`config.mk`:
```
export PLATFORM = sky130hd
export DESIGN_NAME = mmul3
export DESIGN_NICKNAME = d
export VERILOG_FILES = /design/src/rtl/mmul3_pkg.sv /design/src/rtl/mmul3_mac.sv /design/src/rtl/mmul3.sv
export SDC_FILE = /design/constraint.sdc
export NUM_CORES = 1
export LEC_CHECK = 0
export ABC_AREA = 1
export CORE_ASPECT_RATIO = 1.2
export CORE_MARGIN = 1
export CORE_UTILIZATION = 40
export DETAILED_ROUTE_END_ITERATION = 8
export PLACE_DENSITY = 0.62
export SLEW_MARGIN = 5
export SYNTH_ARGS = -nofsm -noshare
export SYNTH_HDL_FRONTEND = slang
export SYNTH_SLANG_ARGS = --single-unit
```
`constraint.sdc`:
```
create_clock -name clk -period 9.5 [get_ports clk]
set_clock_uncertainty 0.2 [all_clocks]
set_input_delay 2.85 -clock clk [delete_from_list [all_inputs] [get_ports clk]]
set_output_delay 2.85 -clock clk [all_outputs]
set_load 0.01 [all_outputs]
```
`src/rtl/mmul3_pkg.sv`:
```
// Shared types and helpers for the mmul3 matrix multiplier: FSM state encoding,
// counter-width sizing and row-major element offsets for the A, B and C buses.
package mmul3_pkg;

    typedef enum logic [1:0] {
        IDLE = 2'd0,
        RUN  = 2'd1,
        DONE = 2'd2
    } state_e;

    // Width of a counter that spans 0..n-1; never narrower than one bit.
    function automatic int cnt_w(input int n);
        return (n <= 1) ? 1 : $clog2(n);
    endfunction

    function automatic int a_off(input int r, input int c, input int n_cols, input int w);
        return w * (r * n_cols + c);
    endfunction

    function automatic int b_off(input int r, input int c, input int p_cols, input int w);
        return w * (r * p_cols + c);
    endfunction

    function automatic int c_off(input int r, input int c, input int p_cols, input int accw);
        return accw * (r * p_cols + c);
    endfunction

endpackage

```
`src/rtl/mmul3_mac.sv`:
```
// One multiply-accumulate lane: extends both operands to the accumulator width,
// multiplies modulo 2^ACCW and accumulates, restarting after each writeback.
module mmul3_mac
    import mmul3_pkg::*;
#(
    parameter int W      = 16,
    parameter int ACCW   = 34,
    parameter int SIGNED = 0
) (
    input  logic            clk,
    input  logic            rst_n,
    input  logic            clr_i,
    input  logic            en_i,
    input  logic            wb_i,
    input  logic [W-1:0]    a_i,
    input  logic [W-1:0]    b_i,
    output logic [ACCW-1:0] sum_o
);

    logic [ACCW-1:0] a_ext;
    logic [ACCW-1:0] b_ext;
    logic [ACCW-1:0] prod;
    logic [ACCW-1:0] acc_q;
    logic [ACCW-1:0] acc_d;

    generate
        if (SIGNED != 0) begin : g_sext
            assign a_ext = {{(ACCW-W){a_i[W-1]}}, a_i};
            assign b_ext = {{(ACCW-W){b_i[W-1]}}, b_i};
        end else begin : g_zext
            assign a_ext = {{(ACCW-W){1'b0}}, a_i};
            assign b_ext = {{(ACCW-W){1'b0}}, b_i};
        end
    endgenerate

    // Low ACCW bits of the product are the same for signed and unsigned operands.
    assign prod  = a_ext * b_ext;
    assign sum_o = acc_q + prod;

    always_comb begin
        acc_d = acc_q;
        if (clr_i) begin
            acc_d = '0;
        end else if (en_i) begin
            acc_d = wb_i ? '0 : sum_o;
        end
    end

    always_ff @(posedge clk or negedge rst_n) begin
        if (!rst_n) begin
            acc_q <= '0;
        end else begin
            acc_q <= acc_d;
        end
    end

endmodule

```
`src/rtl/mmul3.sv`:
```
// Multi-cycle C = A x B matrix multiplier with LANES parallel MAC lanes,
// a start/ready/done handshake and latched operands.
module mmul3
    import mmul3_pkg::*;
#(
    parameter int M      = 2,
    parameter int N      = 2,
    parameter int P      = 2,
    parameter int W      = 16,
    parameter int ACCW   = 2*W + $clog2(N+1),
    parameter int LANES  = 1,
    parameter int SIGNED = 0
) (
    input  logic                  clk,
    input  logic                  rst_n,
    input  logic                  start,
    input  logic [M*N*W-1:0]      A,
    input  logic [N*P*W-1:0]      B,
    output logic                  ready,
    output logic                  busy,
    output logic                  done,
    output logic [M*P*ACCW-1:0]   C
);

    localparam int JB = (LANES >= 1) ? P / LANES : 1;
    localparam int IW = cnt_w(M);
    localparam int JW = cnt_w(JB);
    localparam int KW = cnt_w(N);

    localparam logic [IW-1:0] I_LAST  = IW'(M - 1);
    localparam logic [JW-1:0] JB_LAST = JW'(JB - 1);
    localparam logic [KW-1:0] K_LAST  = KW'(N - 1);

    generate
        if (M < 1 || N < 1 || P < 1 || LANES < 1) begin : g_bad_dims
            $fatal(1, "mmul3: M, N, P and LANES must all be at least 1");
        end
        if (LANES >= 1 && (P % LANES) != 0) begin : g_bad_lanes
            $fatal(1, "mmul3: P must be a multiple of LANES");
        end
        if (ACCW < 2*W) begin : g_bad_accw
            $fatal(1, "mmul3: ACCW must be at least 2*W");
        end
    endgenerate

    state_e            state_q;
    state_e            state_d;
    logic [M*N*W-1:0]  a_q;
    logic [N*P*W-1:0]  b_q;
    logic [IW-1:0]     i_q;
    logic [JW-1:0]     jb_q;
    logic [KW-1:0]     k_q;
    logic [ACCW-1:0]   c_q [M][JB][LANES];

    logic              accept;
    logic              running;
    logic              last_i;
    logic              last_jb;
    logic              last_k;

    logic [W-1:0]      a_arr [M][N];
    logic [W-1:0]      b_arr [N][JB][LANES];
    logic [W-1:0]      a_sel;
    logic [W-1:0]      b_sel [LANES];
    logic [ACCW-1:0]   lane_sum [LANES];

    assign accept  = (state_q == IDLE) && start;
    assign running = (state_q == RUN);
    assign last_i  = (i_q == I_LAST);
    assign last_jb = (jb_q == JB_LAST);
    assign last_k  = (k_q == K_LAST);

    always_ff @(posedge clk or negedge rst_n) begin
        if (!rst_n) begin
            state_q <= IDLE;
        end else begin
            state_q <= state_d;
        end
    end

    always_comb begin
        state_d = state_q;
        case (state_q)
            IDLE:    if (start) state_d = RUN;
            RUN:     if (last_i && last_jb && last_k) state_d = DONE;
            DONE:    state_d = IDLE;
            default: state_d = IDLE;
        endcase
    end

    always_comb begin
        ready = (state_q == IDLE);
        busy  = (state_q == RUN);
        done  = (state_q == DONE);
    end

    // Counters nest k (inner), jb, i (outer); they are only meaningful in RUN.
    always_ff @(posedge clk or negedge rst_n) begin
        if (!rst_n) begin
            a_q  <= '0;
            b_q  <= '0;
            i_q  <= '0;
            jb_q <= '0;
            k_q  <= '0;
        end else if (accept) begin
            a_q  <= A;
            b_q  <= B;
            i_q  <= '0;
            jb_q <= '0;
            k_q  <= '0;
        end else if (running) begin
            if (last_k) begin
                k_q <= '0;
                if (last_jb) begin
                    jb_q <= '0;
                    i_q  <= last_i ? '0 : i_q + 1'b1;
                end else begin
                    jb_q <= jb_q + 1'b1;
                end
            end else begin
                k_q <= k_q + 1'b1;
            end
        end
    end

    // Reshape the latched operands so lanes can index them by counter value.
    genvar gr, gc, gi;
    generate
        for (gr = 0; gr < M; gr++) begin : g_a_row
            for (gc = 0; gc < N; gc++) begin : g_a_col
                assign a_arr[gr][gc] = a_q[a_off(gr, gc, N, W) +: W];
            end
        end
        for (gr = 0; gr < N; gr++) begin : g_b_row
            for (gc = 0; gc < JB; gc++) begin : g_b_blk
                for (gi = 0; gi < LANES; gi++) begin : g_b_lane
                    assign b_arr[gr][gc][gi] = b_q[b_off(gr, gc*LANES + gi, P, W) +: W];
                end
            end
        end
        for (gr = 0; gr < M; gr++) begin : g_c_row
            for (gc = 0; gc < JB; gc++) begin : g_c_blk
                for (gi = 0; gi < LANES; gi++) begin : g_c_lane
                    assign C[c_off(gr, gc*LANES + gi, P, ACCW) +: ACCW] = c_q[gr][gc][gi];
                end
            end
        end
    endgenerate

    assign a_sel = a_arr[i_q][k_q];

    generate
        for (gi = 0; gi < LANES; gi++) begin : g_lane
            assign b_sel[gi] = b_arr[k_q][jb_q][gi];

            mmul3_mac #(
                .W      (W),
                .ACCW   (ACCW),
                .SIGNED (SIGNED)
            ) u_mac (
                .clk   (clk),
                .rst_n (rst_n),
                .clr_i (accept),
                .en_i  (running),
                .wb_i  (last_k),
                .a_i   (a_sel),
                .b_i   (b_sel[gi]),
                .sum_o (lane_sum[gi])
            );
        end
    endgenerate

    // C keeps the previous job's values until each element is rewritten.
    always_ff @(posedge clk or negedge rst_n) begin
        if (!rst_n) begin
            for (int r = 0; r < M; r++) begin
                for (int j = 0; j < JB; j++) begin
                    for (int l = 0; l < LANES; l++) begin
                        c_q[r][j][l] <= '0;
                    end
                end
            end
        end else if (running && last_k) begin
            for (int l = 0; l < LANES; l++) begin
                c_q[i_q][jb_q][l] <= lane_sum[l];
            end
        end
    end

endmodule
```
* Yosys cells after proc, flatten, opt, wreduce, memory -nomap -nowiden *
Cells that the tools add are included.

operators by class
  add/sub/neg operators = 4
  multipliers = 1
  magnitude comparators = 5
  equality and inequality tests = 4
  muxes and demuxes = 35
  bitwise gates (word level) = 3
  reduce and logical (&&, ||, !) cells = 13

operators by type and width
  cell                                                         count
  2-to-1 mux 32 bit                                            6
  bitwise mux 136 bit                                          1
  2-to-1 mux 34 bit                                            4
  2-to-1 mux 16 bit                                            6
  demux 68 bit (select 1 bit)                                  1
  2-to-1 mux 68 bit                                            1
  adder 34 bit                                                 1
  demux 34 bit (select 1 bit)                                  1
  multiplier 16 x 16 -> 32 bit                                 1
  2-to-1 mux 1 bit                                             12
  >= comparator 2 bit (second input constant)                  3
  logical AND 1 bit                                            6
  NOT 1 -> 2 bit                                               3
  nonzero test 2 bit                                           3
  less-than comparator 2 x 1 -> 1 bit (second input constant)  2
  2-to-1 mux 2 bit                                             2
  case mux 2 bit (2 select lines)                              1
  AND reduction 2 bit                                          2
  adder 1 bit (second input constant)                          3
  AND reduction 3 bit                                          1
  equality test 2 x 1 -> 1 bit (second input constant)         1
  equality test 2 bit (second input constant)                  1
  zero test 2 bit                                              1
  != test 2 x 1 -> 1 bit (second input constant)               1
  != test 2 bit (second input constant)                        1

word-level totals
  register bits = 303
  bits of input ports = 131
  output and inout port bits = 139
  word-level logic and storage cells = 76

* Logic depth before layout (Yosys ltp) *
Gate-level depths: netlist (run 1).

  depth in word-level cells = 12
  mapped depth = 40
  mapped depth without buffers = 37

* Cells and area by module *
From an unflattened synthesis (run 1), not the netlist that was laid out.

second synthesis, totals
  cell total of the unflattened synthesis = 3045
  area total of the unflattened synthesis = 23483.8 µm²

modules (own cells, without submodules)
  module     times used  cells each  area each (µm²)  sequential area each (µm²)
  mmul3_mac  1           1675        12069.1          850.8
  mmul3      1           1370        11414.7          6731.5

* Least setup slack after synthesis (run 1) *
OpenSTA, ideal clock, no wires.

  path type = reg-to-reg
  start point = reg k_q
  end point = reg c_q (netlist bit C[133])
  setup time = 0.118 ns
  arrival time = 6.806 ns
  required time = 9.182 ns
  slack = 2.376 ns
  cell stages (with the launch flop) = 37
  path buffers = 4
  clock period less this slack = 7.124 ns
  path through = dfrtp_1 > buf_6 > inv_4 > buf_8 > buf_8 > nand2_1 > a32oi_2 > buf_4 > nand2_1 > fa_1 > inv_1 > fa_1 > inv_1 > fa_1 > inv_1 > fa_1 > fa_1 > inv_1 > fa_1 > inv_1 > ha_1 > nand2_1 > nor2_1 > inv_1 > o21ai_1 > nand2_1 > nand3_1 > xor2_1 > ha_1 > a21oi_1 > o21ai_0 > nand2_1 > nand2_1 > a21oi_1 > nand3_1 > nand3_1 > nand2_1

between the ends
  word-level cells in the longest chain between the ends = 10
  elaborated cells between the ends (all ways) = 14
  those cells by class = 1 x add/sub; 1 x mul; 10 x mux; 1 x bitwise; 1 x reduce/logical

RTL lines
  what                                                  line                        RTL
  start, declared                                       mmul3.sv:52                 logic [KW-1:0] k_q;
  start signal, assigned                                mmul3.sv:121                k_q <= k_q + 1'b1;
  NOT 1 -> 2 bit (not written as such)                  mmul3.sv:150, mmul3.sv:154
  2-to-1 mux 32 bit (not written as such) (3 in a row)  mmul3.sv:154                assign b_sel[gi] = b_arr[k_q][jb_q][gi];
  2-to-1 mux 16 bit (not written as such) (3 in a row)  mmul3.sv:154
  multiplier 16 x 16 -> 32 bit                          mmul3_mac.sv:37             assign prod = a_ext * b_ext;
  adder 34 bit                                          mmul3_mac.sv:38             assign sum_o = acc_q + prod;
  bitwise mux 136 bit                                   mmul3.sv:185                c_q[i_q][jb_q][l] <= lane_sum[l];
  end signal, assigned by index                         mmul3.sv:185
  end, declared                                         mmul3.sv:53                 logic [ACCW-1:0] c_q [M][JB][LANES];

Several ways; a longest one is shown, not always the timed one. The select of a mux whose other input is x is not followed.
A chain may end at the register's enable or synchronous reset.

* Worst setup path in the final report (run 1) *
  start point = reg jb_q
  end point = reg c_q (netlist bit C[96])

between the ends
  word-level cells in the longest chain between the ends = 8
  elaborated cells between the ends (all ways) = 14
  those cells by class = 1 x add/sub; 1 x mul; 2 x order compare; 8 x mux; 1 x bitwise; 1 x reduce/logical

RTL lines
  what                                                                  line                        RTL
  start, declared                                                       mmul3.sv:51                 logic [JW-1:0] jb_q;
  start signal, assigned                                                mmul3.sv:118                jb_q <= jb_q + 1'b1;
  NOT 1 -> 2 bit (not written as such) (*)                              mmul3.sv:154, mmul3.sv:185
  parallel branches: the longest is 6 deep, another holds adder 34 bit  n/a
  bitwise mux 136 bit (*)                                               mmul3.sv:185

Every way passes the cells marked *. The select of a mux whose other input is x is not followed.

==> flow_results.xml, run 1 <==
<?xml version="1.0" encoding="UTF-8"?>
<metrics>
  <group name="placement">
    <metric name="dp.final_hpwl" unit="um">57710</metric>
    <metric name="finalWeightedCongestion" unit="">0.9452</metric>
    <metric name="port_buffers" unit="">269</metric>
    <metric name="place_ws" unit="ns">0.5949</metric>
  </group>
  <group name="critical_path">
    <metric name="largest_fanout_on_the_critical_path" unit="">35</metric>
    <metric name="worst_setup_path_start_kind" unit="">flop</metric>
    <metric name="critical-path-slowest-cell" unit="">sky130_fd_sc_hd__a32oi_2</metric>
    <metric name="critPathKind" unit="">reg -&gt; reg</metric>
    <metric name="cpPeakStageDelay" unit="ns">0.74</metric>
    <metric name="endpoint_kind" unit="">flop</metric>
    <metric name="timing.critical_path.mode_cell" unit="">sky130_fd_sc_hd__nand2_1</metric>
    <metric name="crit_arrival" unit="ns">9.25</metric>
    <metric name="data_required_critical_path" unit="ns">9.76</metric>
  </group>
  <group name="logic_synthesis">
    <metric name="synthArstFlopShare" unit="%">100.0</metric>
    <metric name="synth_ff_type" unit="">sky130_fd_sc_hd__dfrtp_1</metric>
    <metric name="synth_enable_flop_cells" unit="">0</metric>
    <metric name="synth_fa_ha_area_share" unit="%">23.86</metric>
    <metric name="netlist-cell-type-count" unit="">50</metric>
    <metric name="most_used_standard_cells_in_the_synthesized_netlist" unit="">sky130_fd_sc_hd__nand2_1, sky130_fd_sc_hd__inv_1, sky130_fd_sc_hd__dfrtp_1, sky130_fd_sc_hd__nor2_1, sky130_fd_sc_hd__fa_1</metric>
    <metric name="syn_nets" unit="">3430</metric>
    <metric name="synth_top_family_by_area" unit="">simple AND/OR/NAND/NOR gates</metric>
    <metric name="syn_area" unit="mm^2">0.02350</metric>
    <metric name="synth_compound_gate_area_share" unit="%">7.365</metric>
    <metric name="synth_mux_area_share" unit="%">0</metric>
    <metric name="synth_cells" unit="">2968</metric>
    <metric name="yosysSeqAreaShare" unit="%">32.27</metric>
    <metric name="synth_area_per_cell" unit="um^2">7.917</metric>
    <metric name="synth-warning-count" unit="">0</metric>
    <metric name="synthDominantCellAreaShare" unit="%">32.27</metric>
    <metric name="cell_type_contributing_the_most_total_cell_area_after_synthesis" unit="">sky130_fd_sc_hd__dfrtp_1</metric>
    <metric name="post_synth_main_area_contributors" unit="">sky130_fd_sc_hd__dfrtp_1, sky130_fd_sc_hd__nand2_1, sky130_fd_sc_hd__fa_1</metric>
    <metric name="synth_simple_gate_area_share" unit="%">26.16</metric>
    <metric name="ys_ff_latch" unit="">303</metric>
    <metric name="synth_xor_xnor_area_share" unit="%">1.331</metric>
    <metric name="synth_most_common_cell" unit="">sky130_fd_sc_hd__nand2_1</metric>
  </group>
  <group name="run">
    <metric name="drv_cap" unit="">0</metric>
  </group>
  <group name="timing">
    <metric name="timing.slew.headroom" unit="%">35.75</metric>
    <metric name="crit_path_setup_slack_layout" unit="ns">0.5178</metric>
    <metric name="finalSetupViolCount" unit="">0</metric>
    <metric name="unrepaired_setup_endpoints_after_global_routing" unit="">no</metric>
    <metric name="post-route-period-util" unit="%">94.55</metric>
    <metric name="layout_min_cycle_time" unit="ns">8.982</metric>
    <metric name="finalSetupTns" unit="ns">0</metric>
    <metric name="worstMarginPinSlew" unit="ns">0.9626</metric>
    <metric name="total_count_of_hold_check_failures_in_the_final_report" unit="">0</metric>
    <metric name="max_slew_violation_total_from_the_final_report" unit="">0</metric>
    <metric name="fmaxAchievable" unit="GHz">0.1113</metric>
  </group>
  <group name="floorplanning">
    <metric name="dieArea" unit="mm^2">0.05972</metric>
    <metric name="initial_utilization" unit="%">40.75</metric>
    <metric name="fp.dieH" unit="um">267.5</metric>
    <metric name="fp.dieW" unit="um">223.2</metric>
    <metric name="top_level_ports" unit="">270</metric>
    <metric name="std_cell_rows" unit="">96</metric>
    <metric name="design.core.area" unit="mm^2">0.05766</metric>
  </group>
  <group name="final_layout">
    <metric name="fin_nets" unit="">3659</metric>
    <metric name="final.fill_count" unit="">5713</metric>
    <metric name="post_route_cells_drive_above_1_share" unit="%">5.804</metric>
    <metric name="seq_area" unit="mm^2">0.007582</metric>
    <metric name="synthToLayoutAreaGrowth" unit="%">19.12</metric>
    <metric name="multi_input_comb_area" unit="mm^2">0.01383</metric>
    <metric name="post-route-util" unit="%">48.54</metric>
  </group>
  <group name="clocking">
    <metric name="clock_sink_count" unit="">303</metric>
    <metric name="cts_hold_repair.buffers" unit="">0</metric>
    <metric name="clockRootBuffer" unit="">sky130_fd_sc_hd__clkbuf_16</metric>
    <metric name="cts_tree" unit="">done</metric>
    <metric name="post_cts_resized" unit="">0</metric>
    <metric name="cts-root-to-sink-buffers" unit="">3</metric>
    <metric name="post_cts.repair.setup_buffers" unit="">0</metric>
    <metric name="numCtsBuffers" unit="">35</metric>
    <metric name="insertion_delay" unit="ns">0.57</metric>
    <metric name="cts.htree.levels" unit="">2</metric>
    <metric name="clock_transition_at_the_registers_of_the_reported_paths" unit="ns">0.06</metric>
  </group>
  <group name="drt">
    <metric name="first_pass_iters" unit="">6</metric>
    <metric name="drt_iter0_markers" unit="">1370</metric>
    <metric name="wl_per_cell" unit="um">18.95</metric>
    <metric name="route.vias.total" unit="">20320</metric>
    <metric name="antenna_left" unit="">0</metric>
    <metric name="post_drt_via_cell_ratio" unit="">5.134</metric>
    <metric name="postRouteWirelength" unit="um">74990</metric>
    <metric name="drt_drc_violations_left" unit="">0</metric>
  </group>
  <group name="global_route">
    <metric name="global_route_wire_length_before_repair" unit="um">119500</metric>
    <metric name="grt_use_total" unit="%">25.84</metric>
    <metric name="grt_antenna_before_repair" unit="">1</metric>
    <metric name="grt.overflow.total" unit="">0</metric>
    <metric name="grt_pass1_vias" unit="">21590</metric>
    <metric name="grt_start_max_net_pins" unit="">164</metric>
  </group>
  <group name="worst_hold_path">
    <metric name="hold_path.class" unit="">reg -&gt; reg</metric>
  </group>
  <group name="outcome">
    <metric name="status" unit="">completed</metric>
  </group>
</metrics>
==> routing by layer <==
layer  global-route usage (%)  share of wire (%)
met1                    31.48                 41
met2                    45.95                 51
met3                    3.467                4.5
met4                    10.49                3.8
met5                        0                  0
==> metrics by stage <==
step	instance area (um^2)	hold slack, ns	instances
finish	27990	0.2807	3958
global route	27990	0.2952	3958
CTS	27970	0.2824	3957
detailed placement	26770	0.2645	3895
global placement	26770	0.2631	3895
floorplan	23500	0.2487	2968
==> kinds of logic (layout without fill, tap and decap cells) <==
kind of cell               count (synthesis)  in the layout
and+or+nand+nor                         1526           1526
AOI/OAI and AO/OA                        265            265
buffers and inverters                    509            763
DFF                                      303            303
xor gates and xnor gates                  34             34
adders and majority gates                331            331
other                                      0              1
==> sequential cells by signal, summed over array words and instances (netlist names) <==
| signal | cells |
|---|---|
| b_q | 64 |
| state_q | 2 |
| k_q | 1 |
| C | 136 |
| g_lane.u_mac.acc_q | 34 |
| i_q | 1 |
| jb_q | 1 |
| a_q | 64 |
==> placed cells by master, fill, tap and decap left out, types with 3 or more instances in the layout <==
cell                              instances
sky130_fd_sc_hd__nand2_1               1118
sky130_fd_sc_hd__inv_1                  380
sky130_fd_sc_hd__dfrtp_1                303
sky130_fd_sc_hd__clkdlybuf4s50_1        268
sky130_fd_sc_hd__nor2_1                 196
sky130_fd_sc_hd__fa_1                   195
sky130_fd_sc_hd__ha_1                   136
sky130_fd_sc_hd__nand3_1                133
sky130_fd_sc_hd__o21ai_0                104
sky130_fd_sc_hd__a21oi_1                 97
sky130_fd_sc_hd__clkbuf_16               35
sky130_fd_sc_hd__buf_4                   29
sky130_fd_sc_hd__nand2_2                 25
sky130_fd_sc_hd__inv_2                   18
sky130_fd_sc_hd__xnor2_1                 17
sky130_fd_sc_hd__xor2_1                  15
sky130_fd_sc_hd__a32oi_2                 14
sky130_fd_sc_hd__a32oi_1                 12
sky130_fd_sc_hd__nand4_1                 12
sky130_fd_sc_hd__nor3_1                  12
sky130_fd_sc_hd__nand3_2                 11
sky130_fd_sc_hd__clkinv_2                10
sky130_fd_sc_hd__o21bai_1                 7
sky130_fd_sc_hd__a21o_1                   7
sky130_fd_sc_hd__a32oi_4                  6
sky130_fd_sc_hd__nor2_2                   5
sky130_fd_sc_hd__bufinv_16                5
sky130_fd_sc_hd__clkbuf_1                 5
sky130_fd_sc_hd__a31oi_1                  4
sky130_fd_sc_hd__o21a_1                   3
sky130_fd_sc_hd__or2_4                    3
==> worst max-delay path, delay by kind of cell, from the launching register on <==
kind	cells	cell delay [ns]
AO/OA/AOI/OAI	5	1.73
AND/OR/NAND/NOR	11	1.59
flip-flops	1	0.41
XOR/XNOR	1	0.21
buffers and inverters	6	0.89
adder cells (fa/ha/maj)	8	3.83
==> area by class of cell <==
type / count / area share [%]
clock buffers: 42 / 3.295
flip-flops and latches: 303 / 27.09
inverters: 402 / 5.409
clock inverters: 20 / 1.010
repair buffers: 299 / 10.49
multi-input cells: 2156 / 49.41
diodes: 1 / 0.008941
well taps: 735 / 3.286
==> path summary, 6_finish.rpt <==
kind                                        endpoint  cells past startpoint  slack, ns    start
hold / removal                               a_q[30]                      2       0.28  a_q[30]
max in group asynchronous  g_lane[0].u_mac.acc_q[27]                      2       5.68    rst_n
setup / recovery                               C[96]                     31       0.52     jb_q
min in group asynchronous                      C[36]                      1       2.06    rst_n
setup reg to reg                               C[96]                     31       0.52     jb_q
hold reg to reg                              a_q[30]                      2       0.28  a_q[30]
Power of run 1 is left out: the tool's default activity adds up to more than one toggle a clock period on the data nets, which glitch-free logic cannot reach.
==> run 2: changes to the inputs <==
--- a/config.mk
+++ b/config.mk
@@ -9,6 +9,7 @@
 export CORE_ASPECT_RATIO = 1.2
 export CORE_MARGIN = 1
 export CORE_UTILIZATION = 40
+export CTS_CLUSTER_SIZE = 8
 export DETAILED_ROUTE_END_ITERATION = 8
 export PLACE_DENSITY = 0.62
 export SLEW_MARGIN = 5
==> run 2 against run 1 <==
Setup slack lost 0.041 ns. Worst hold slack got worse by 0.00082 ns. First-iteration DRC count rose by 0.36%. Register-to-register slack worse by 0.04 ns. Critical path type unchanged. Largest cell class unchanged.
==> flow_results.xml, run 2 (same netlist as run 1, synthesis figures left out) <==
<?xml version="1.0" encoding="UTF-8"?>
<metrics>
  <group name="drt">
    <metric name="first_pass_iters" unit="">5</metric>
    <metric name="drt_drc_violations_left" unit="">0</metric>
    <metric name="postRouteWirelength" unit="um">74980</metric>
    <metric name="route.vias.total" unit="">20400</metric>
    <metric name="antenna_left" unit="">0</metric>
    <metric name="drt_iter0_markers" unit="">1375</metric>
    <metric name="post_drt_via_cell_ratio" unit="">5.171</metric>
    <metric name="wl_per_cell" unit="um">19.00</metric>
  </group>
  <group name="worst_hold_path">
    <metric name="worst_hold_path.num_cells" unit="">2</metric>
    <metric name="hold_path.class" unit="">reg -&gt; reg</metric>
  </group>
  <group name="final_layout">
    <metric name="design_area" unit="mm^2">0.02799</metric>
    <metric name="max_reg_flops" unit="">136</metric>
    <metric name="mostFrequentLayoutCells" unit="">sky130_fd_sc_hd__nand2_1, sky130_fd_sc_hd__inv_1, sky130_fd_sc_hd__dfrtp_1, sky130_fd_sc_hd__clkdlybuf4s50_1, sky130_fd_sc_hd__nor2_1</metric>
    <metric name="synthToLayoutAreaGrowth" unit="%">19.13</metric>
    <metric name="layout_commonest_cell" unit="">sky130_fd_sc_hd__nand2_1</metric>
    <metric name="fin_nets" unit="">3668</metric>
    <metric name="seq_area" unit="mm^2">0.007582</metric>
    <metric name="multi_input_comb_area" unit="mm^2">0.01383</metric>
    <metric name="post_route_cells_drive_above_1_share" unit="%">5.607</metric>
    <metric name="final.fill_count" unit="">5702</metric>
  </group>
  <group name="clocking">
    <metric name="numCtsBuffers" unit="">44</metric>
    <metric name="cts.htree.levels" unit="">2</metric>
    <metric name="clock_sink_count" unit="">303</metric>
    <metric name="clockRootBuffer" unit="">sky130_fd_sc_hd__clkbuf_16</metric>
    <metric name="cts_tree" unit="">done</metric>
    <metric name="insertion_delay" unit="ns">0.59</metric>
    <metric name="cts-root-to-sink-buffers" unit="">3</metric>
    <metric name="clock_transition_at_the_registers_of_the_reported_paths" unit="ns">0.05</metric>
    <metric name="post_cts.repair.setup_buffers" unit="">0</metric>
  </group>
  <group name="global_route">
    <metric name="global_route_wire_length_before_repair" unit="um">119900</metric>
    <metric name="grt_use_total" unit="%">25.87</metric>
    <metric name="grt_start_max_net_pins" unit="">164</metric>
    <metric name="grt_pass1_vias" unit="">21710</metric>
    <metric name="grt_antenna_before_repair" unit="">1</metric>
    <metric name="grt.overflow.total" unit="">0</metric>
  </group>
  <group name="timing">
    <metric name="unrepaired_setup_endpoints_after_global_routing" unit="">no</metric>
    <metric name="total_count_of_hold_check_failures_in_the_final_report" unit="">0</metric>
    <metric name="layout_min_cycle_time" unit="ns">9.023</metric>
    <metric name="finalSetupViolCount" unit="">0</metric>
    <metric name="max_slew_violation_total_from_the_final_report" unit="">0</metric>
    <metric name="timing.slew.headroom" unit="%">36.54</metric>
    <metric name="fmaxAchievable" unit="GHz">0.1108</metric>
    <metric name="finalSetupTns" unit="ns">0</metric>
    <metric name="holdWs" unit="ns">0.2799</metric>
    <metric name="worstMarginPinSlew" unit="ns">0.9508</metric>
    <metric name="post-route-period-util" unit="%">94.98</metric>
  </group>
  <group name="critical_path">
    <metric name="cpPeakStageDelay" unit="ns">0.72</metric>
    <metric name="data_required_critical_path" unit="ns">9.77</metric>
    <metric name="crit_path_start" unit="">jb_q</metric>
    <metric name="critical_path_cell_count" unit="">31</metric>
    <metric name="critical_path.n_buffers_inverters" unit="">6</metric>
    <metric name="endpoint_kind" unit="">flop</metric>
    <metric name="timing.critical_path.to" unit="">C[96]</metric>
    <metric name="r2r_start" unit="">jb_q</metric>
    <metric name="largest_fanout_on_the_critical_path" unit="">35</metric>
    <metric name="crit_arrival" unit="ns">9.29</metric>
    <metric name="worst_setup_path_start_kind" unit="">flop</metric>
    <metric name="worst_r2r_path_depth" unit="">31</metric>
    <metric name="timing.reg2reg.setup_slack" unit="ns">0.48</metric>
    <metric name="timing.critical_path.mode_cell" unit="">sky130_fd_sc_hd__nand2_1</metric>
    <metric name="timing.critical_path.max_delay_family" unit="">adder cells</metric>
    <metric name="critical-path-slowest-cell" unit="">sky130_fd_sc_hd__a32oi_2</metric>
    <metric name="critPathKind" unit="">reg -&gt; reg</metric>
    <metric name="timing.rr.end" unit="">C[96]</metric>
  </group>
  <group name="placement">
    <metric name="port_buffers" unit="">269</metric>
    <metric name="postPlaceCellArea" unit="mm^2">0.02677</metric>
    <metric name="finalWeightedCongestion" unit="">0.9452</metric>
    <metric name="dp.final_hpwl" unit="um">57710</metric>
  </group>
  <group name="floorplanning">
    <metric name="std_cell_rows" unit="">96</metric>
    <metric name="design.core.area" unit="mm^2">0.05766</metric>
    <metric name="fp.dieH" unit="um">267.5</metric>
    <metric name="top_level_ports" unit="">270</metric>
    <metric name="fp.dieW" unit="um">223.2</metric>
    <metric name="dieArea" unit="mm^2">0.05972</metric>
    <metric name="initial_utilization" unit="%">40.75</metric>
  </group>
  <group name="outcome">
    <metric name="status" unit="">completed</metric>
  </group>
  <group name="run">
    <metric name="drv_cap" unit="">0</metric>
  </group>
</metrics>
-- run 2: cell count changes in the layout (fill, tap and decap cells not counted), moves of 2 or more --
| cell | before | now |
|---|---|---|
| sky130_fd_sc_hd__clkbuf_16 | 35 | 44 |
| sky130_fd_sc_hd__clkinvlp_4 | 2 | 0 |
| sky130_fd_sc_hd__bufinv_16 | 5 | 1 |
| sky130_fd_sc_hd__clkbuf_1 | 5 | 0 |
| sky130_fd_sc_hd__clkinv_2 | 10 | 3 |
| sky130_fd_sc_hd__inv_8 | 2 | 0 |
-- run 2: cell type report --
type	instances	share of cell area, %
Inverter	402	5.409
Clock buffer	45	3.983
Multi-Input combinational cell	2156	49.41
Sequential cell	303	27.09
Antenna cell	1	0.008940
Timing Repair Buffer	299	10.49
Tap cell	735	3.285
Clock inverter	5	0.3352
-- run 2: worst min-delay path by stage --
stage                       start       to  slack, ns
after global placement    b_q[16]  b_q[16]       0.26
after CTS                 a_q[27]  a_q[27]       0.28
after detailed placement    C[90]    C[90]       0.26
final                     a_q[35]  a_q[35]       0.28
after global routing      a_q[54]  a_q[54]       0.29
after floorplan           a_q[35]  a_q[35]       0.25
-- run 2: timing repair --
action                                 4_1_cts  5_1_grt
hold buffers                                 0        0
endpoints found under the hold margin        0        0
gates resized for setup                      0        1
setup endpoints to repair                    0        5
-- run 2: through the flow --
stage | setup WS, ns | util [%] | instances
4_1_cts | 0.4896 | 48.53 | 3945
2_1_floorplan | 2.376 | - | 2968
5_1_grt | 0.04086 | 48.55 | 3946
3_3_place_gp | 0.5581 | 46.43 | 3895
3_5_place_dp | 0.5949 | 46.43 | 3895
6_report | 0.4768 | 48.55 | 3946
-- run 2: worst register-to-register path: cells and delay by family (launching register included) --
kind / cells / cell delay [ns]
simple gates: 11 / 1.65
xor+xnor: 1 / 0.21
buf+inv: 6 / 0.89
compound gates: 5 / 1.71
fa+ha+maj: 8 / 3.84
flops: 1 / 0.41
-- run 2: metal layers --
layer | up-vias | track usage, % | share of wire [%] | wire length (um)
met5 | - | 0 | 0 | 0
met4 | 0 | 10.25 | 3.8 | 2818
met3 | 150 | 3.577 | 5.0 | 3773
met2 | 635 | 46.06 | 51 | 37880
met1 | 9992 | 31.49 | 41 | 30510
li1 | 9627 | - | - | -
Power of run 2 is left out for the same reason.
==> run 3: changes to the inputs <==
--- a/config.mk
+++ b/config.mk
@@ -12,7 +12,8 @@
 export CTS_CLUSTER_SIZE = 8
 export DETAILED_ROUTE_END_ITERATION = 8
 export PLACE_DENSITY = 0.62
-export SLEW_MARGIN = 5
+export SLEW_MARGIN = 25
 export SYNTH_ARGS = -nofsm -noshare
 export SYNTH_HDL_FRONTEND = slang
+export SYNTH_HIERARCHICAL = 1
 export SYNTH_SLANG_ARGS = --single-unit
==> run 3 against run 2 <==
Flip-flop and latch count did not move. Worst hold slack got worse by 0.010 ns. Non-clock buffer count fell by 17. Register-to-register slack improved by 1.3 ns. Utilization fell by 0.51 points. Via count fell by 6.9%. Critical endpoint is now C[27].
==> flow_results.xml, run 3 <==
<?xml version="1.0" encoding="UTF-8"?>
<metrics>
  <group name="outcome">
    <metric name="status" unit="">completed</metric>
  </group>
  <group name="timing">
    <metric name="crit_path_setup_slack_layout" unit="ns">1.772</metric>
    <metric name="unrepaired_setup_endpoints_after_global_routing" unit="">no</metric>
    <metric name="worstMarginPinSlew" unit="ns">1.033</metric>
    <metric name="fmaxAchievable" unit="GHz">0.1294</metric>
    <metric name="post-route-period-util" unit="%">81.35</metric>
    <metric name="max_slew_violation_total_from_the_final_report" unit="">0</metric>
    <metric name="timing.slew.headroom" unit="%">31.14</metric>
    <metric name="total_count_of_hold_check_failures_in_the_final_report" unit="">0</metric>
    <metric name="finalSetupTns" unit="ns">0</metric>
    <metric name="layout_min_cycle_time" unit="ns">7.728</metric>
    <metric name="finalSetupViolCount" unit="">0</metric>
  </group>
  <group name="floorplanning">
    <metric name="std_cell_rows" unit="">96</metric>
    <metric name="design.core.area" unit="mm^2">0.05766</metric>
    <metric name="initial_utilization" unit="%">40.73</metric>
    <metric name="top_level_ports" unit="">270</metric>
    <metric name="fp.dieW" unit="um">223.2</metric>
    <metric name="dieArea" unit="mm^2">0.05969</metric>
    <metric name="fp.dieH" unit="um">267.4</metric>
  </group>
  <group name="placement">
    <metric name="place_ws" unit="ns">1.817</metric>
    <metric name="placedCellCount" unit="">3909</metric>
    <metric name="port_buffers" unit="">269</metric>
    <metric name="finalWeightedCongestion" unit="">0.8954</metric>
    <metric name="dp.final_hpwl" unit="um">48510</metric>
  </group>
  <group name="critical_path">
    <metric name="largest_fanout_on_the_critical_path" unit="">49</metric>
    <metric name="critPathKind" unit="">reg -&gt; reg</metric>
    <metric name="endpoint_kind" unit="">flop</metric>
    <metric name="timing.critical_path.mode_cell" unit="">sky130_fd_sc_hd__nand2_1</metric>
    <metric name="data_required_critical_path" unit="ns">9.81</metric>
    <metric name="crit_arrival" unit="ns">8.04</metric>
    <metric name="cpPeakStageDelay" unit="ns">0.68</metric>
    <metric name="critical-path-slowest-cell" unit="">sky130_fd_sc_hd__inv_2</metric>
    <metric name="worst_setup_path_start_kind" unit="">flop</metric>
  </group>
  <group name="drt">
    <metric name="antenna_left" unit="">0</metric>
    <metric name="drt_iter0_markers" unit="">1245</metric>
    <metric name="drt_drc_violations_left" unit="">0</metric>
    <metric name="first_pass_iters" unit="">5</metric>
    <metric name="wl_per_cell" unit="um">16.69</metric>
    <metric name="route.vias.total" unit="">19000</metric>
    <metric name="postRouteWirelength" unit="um">66120</metric>
    <metric name="post_drt_via_cell_ratio" unit="">4.795</metric>
  </group>
  <group name="global_route">
    <metric name="global_route_wire_length_before_repair" unit="um">107200</metric>
    <metric name="grt_start_max_net_pins" unit="">150</metric>
    <metric name="grt.overflow.total" unit="">0</metric>
    <metric name="grt_pass1_vias" unit="">19830</metric>
    <metric name="grt_antenna_before_repair" unit="">0</metric>
    <metric name="grt_use_total" unit="%">22.96</metric>
  </group>
  <group name="logic_synthesis">
    <metric name="synthArstFlopShare" unit="%">100.0</metric>
    <metric name="synth_area_per_cell" unit="um^2">7.712</metric>
    <metric name="synth_xor_xnor_area_share" unit="%">0.8258</metric>
    <metric name="synth_mux_area_share" unit="%">0</metric>
    <metric name="cell_type_contributing_the_most_total_cell_area_after_synthesis" unit="">sky130_fd_sc_hd__dfrtp_1</metric>
    <metric name="syn_area" unit="mm^2">0.02348</metric>
    <metric name="synth_ff_type" unit="">sky130_fd_sc_hd__dfrtp_1</metric>
    <metric name="synthDominantCellAreaShare" unit="%">32.29</metric>
    <metric name="synth_cells" unit="">3045</metric>
    <metric name="synth_fa_ha_area_share" unit="%">24.97</metric>
    <metric name="synth_most_common_cell" unit="">sky130_fd_sc_hd__nand2_1</metric>
    <metric name="most_used_standard_cells_in_the_synthesized_netlist" unit="">sky130_fd_sc_hd__nand2_1, sky130_fd_sc_hd__inv_1, sky130_fd_sc_hd__dfrtp_1, sky130_fd_sc_hd__fa_1, sky130_fd_sc_hd__o21ai_0</metric>
    <metric name="post_synth_main_area_contributors" unit="">sky130_fd_sc_hd__dfrtp_1, sky130_fd_sc_hd__fa_1, sky130_fd_sc_hd__nand2_1</metric>
    <metric name="yosysSeqAreaShare" unit="%">32.29</metric>
    <metric name="synth_simple_gate_area_share" unit="%">24.24</metric>
    <metric name="synth-warning-count" unit="">6</metric>
    <metric name="synth_enable_flop_cells" unit="">0</metric>
    <metric name="syn_nets" unit="">3509</metric>
    <metric name="ys_ff_latch" unit="">303</metric>
    <metric name="synth_compound_gate_area_share" unit="%">4.827</metric>
    <metric name="netlist-cell-type-count" unit="">38</metric>
    <metric name="synth_top_family_by_area" unit="">adder cells</metric>
  </group>
  <group name="final_layout">
    <metric name="mostFrequentLayoutCells" unit="">sky130_fd_sc_hd__nand2_1, sky130_fd_sc_hd__inv_1, sky130_fd_sc_hd__dfrtp_1, sky130_fd_sc_hd__clkdlybuf4s50_1, sky130_fd_sc_hd__fa_1</metric>
    <metric name="post_route_cells_drive_above_1_share" unit="%">3.843</metric>
    <metric name="synthToLayoutAreaGrowth" unit="%">17.94</metric>
    <metric name="final.fill_count" unit="">5716</metric>
    <metric name="post-route-util" unit="%">48.04</metric>
    <metric name="layoutNonFillerInstCount" unit="">3962</metric>
    <metric name="antenna_cells" unit="">0</metric>
    <metric name="max_reg_flops" unit="">136</metric>
    <metric name="layout_commonest_cell" unit="">sky130_fd_sc_hd__nand2_1</metric>
    <metric name="fin_nets" unit="">3684</metric>
  </group>
  <group name="clocking">
    <metric name="numCtsBuffers" unit="">44</metric>
    <metric name="clock_sink_count" unit="">303</metric>
    <metric name="cts_tree" unit="">done</metric>
    <metric name="clockRootBuffer" unit="">sky130_fd_sc_hd__clkbuf_16</metric>
    <metric name="post_cts.repair.setup_buffers" unit="">0</metric>
    <metric name="insertion_delay" unit="ns">0.58</metric>
    <metric name="post_cts_resized" unit="">0</metric>
    <metric name="cts.htree.levels" unit="">2</metric>
    <metric name="clock_transition_at_the_registers_of_the_reported_paths" unit="ns">0.05</metric>
    <metric name="cts_hold_repair.buffers" unit="">0</metric>
    <metric name="cts-root-to-sink-buffers" unit="">3</metric>
  </group>
  <group name="run">
    <metric name="drv_cap" unit="">0</metric>
  </group>
  <group name="worst_hold_path">
    <metric name="hold_path.class" unit="">reg -&gt; reg</metric>
  </group>
</metrics>
==> run 3: metal layers <==
layer / share of wire (%) / up-vias / global-route usage (%) / wire length (um)
met5: 0 / - / 0 / 0
met4: 2.6 / 0 / 6.897 / 1717
met3: 4.2 / 105 / 2.732 / 2753
met2: 52 / 458 / 41.84 / 34420
met1: 41 / 9217 / 28.32 / 27230
li1: - / 9218 / - / -
==> run 3: worst paths after layout <==
check,startpoint,endpoint,slack [ns],depth (start not counted)
worst max-delay path,i_q,C[27],1.77,30
worst min-delay path,b_q[1],b_q[1],0.27,2
worst max register to register,i_q,C[27],1.77,30
worst min register to register,b_q[1],b_q[1],0.27,2
max in group asynchronous,rst_n,b_q[29],5.49,2
min in group asynchronous,rst_n,C[113],2.13,1
==> run 3: logic make-up after synthesis <==
kind of cell | Yosys count
xor gates and xnor gates | 17
adders and majority gates | 333
and+or+nand+nor | 1428
buffers and inverters | 759
DFF | 303
AOI/OAI and AO/OA | 205
==> run 3: metrics by stage <==
stage / hold slack, ns / instance area (um^2)
after floorplan: 0.2436 / 23480
after global placement: 0.2568 / 26480
after detailed placement: 0.2597 / 26480
after CTS: 0.2734 / 27700
after global routing: 0.2898 / 27700
final: 0.2699 / 27700
==> run 3: cell type report <==
type / count / area (um^2) / area share (%)
tap: 735 / 919.6 / 3.320
inverter: 606 / 2277 / 8.222
clock inverter: 4 / 96.34 / 0.3478
sequential: 303 / 7582 / 27.37
multi-input combinational: 1983 / 12890 / 46.56
timing repair buffer: 282 / 2808 / 10.14
clock buffer: 49 / 1120 / 4.043
==> run 3: worst max-delay path: cells and delay by family (launching register included) <==
| family | cells | cell delay [ns] |
|---|---|---|
| adders and majority gates | 7 | 3.38 |
| and+or+nand+nor | 14 | 2.07 |
| buffers and inverters | 7 | 0.99 |
| DFF | 1 | 0.63 |
| AOI/OAI and AO/OA | 2 | 0.36 |
Power of run 3 is left out for the same reason.
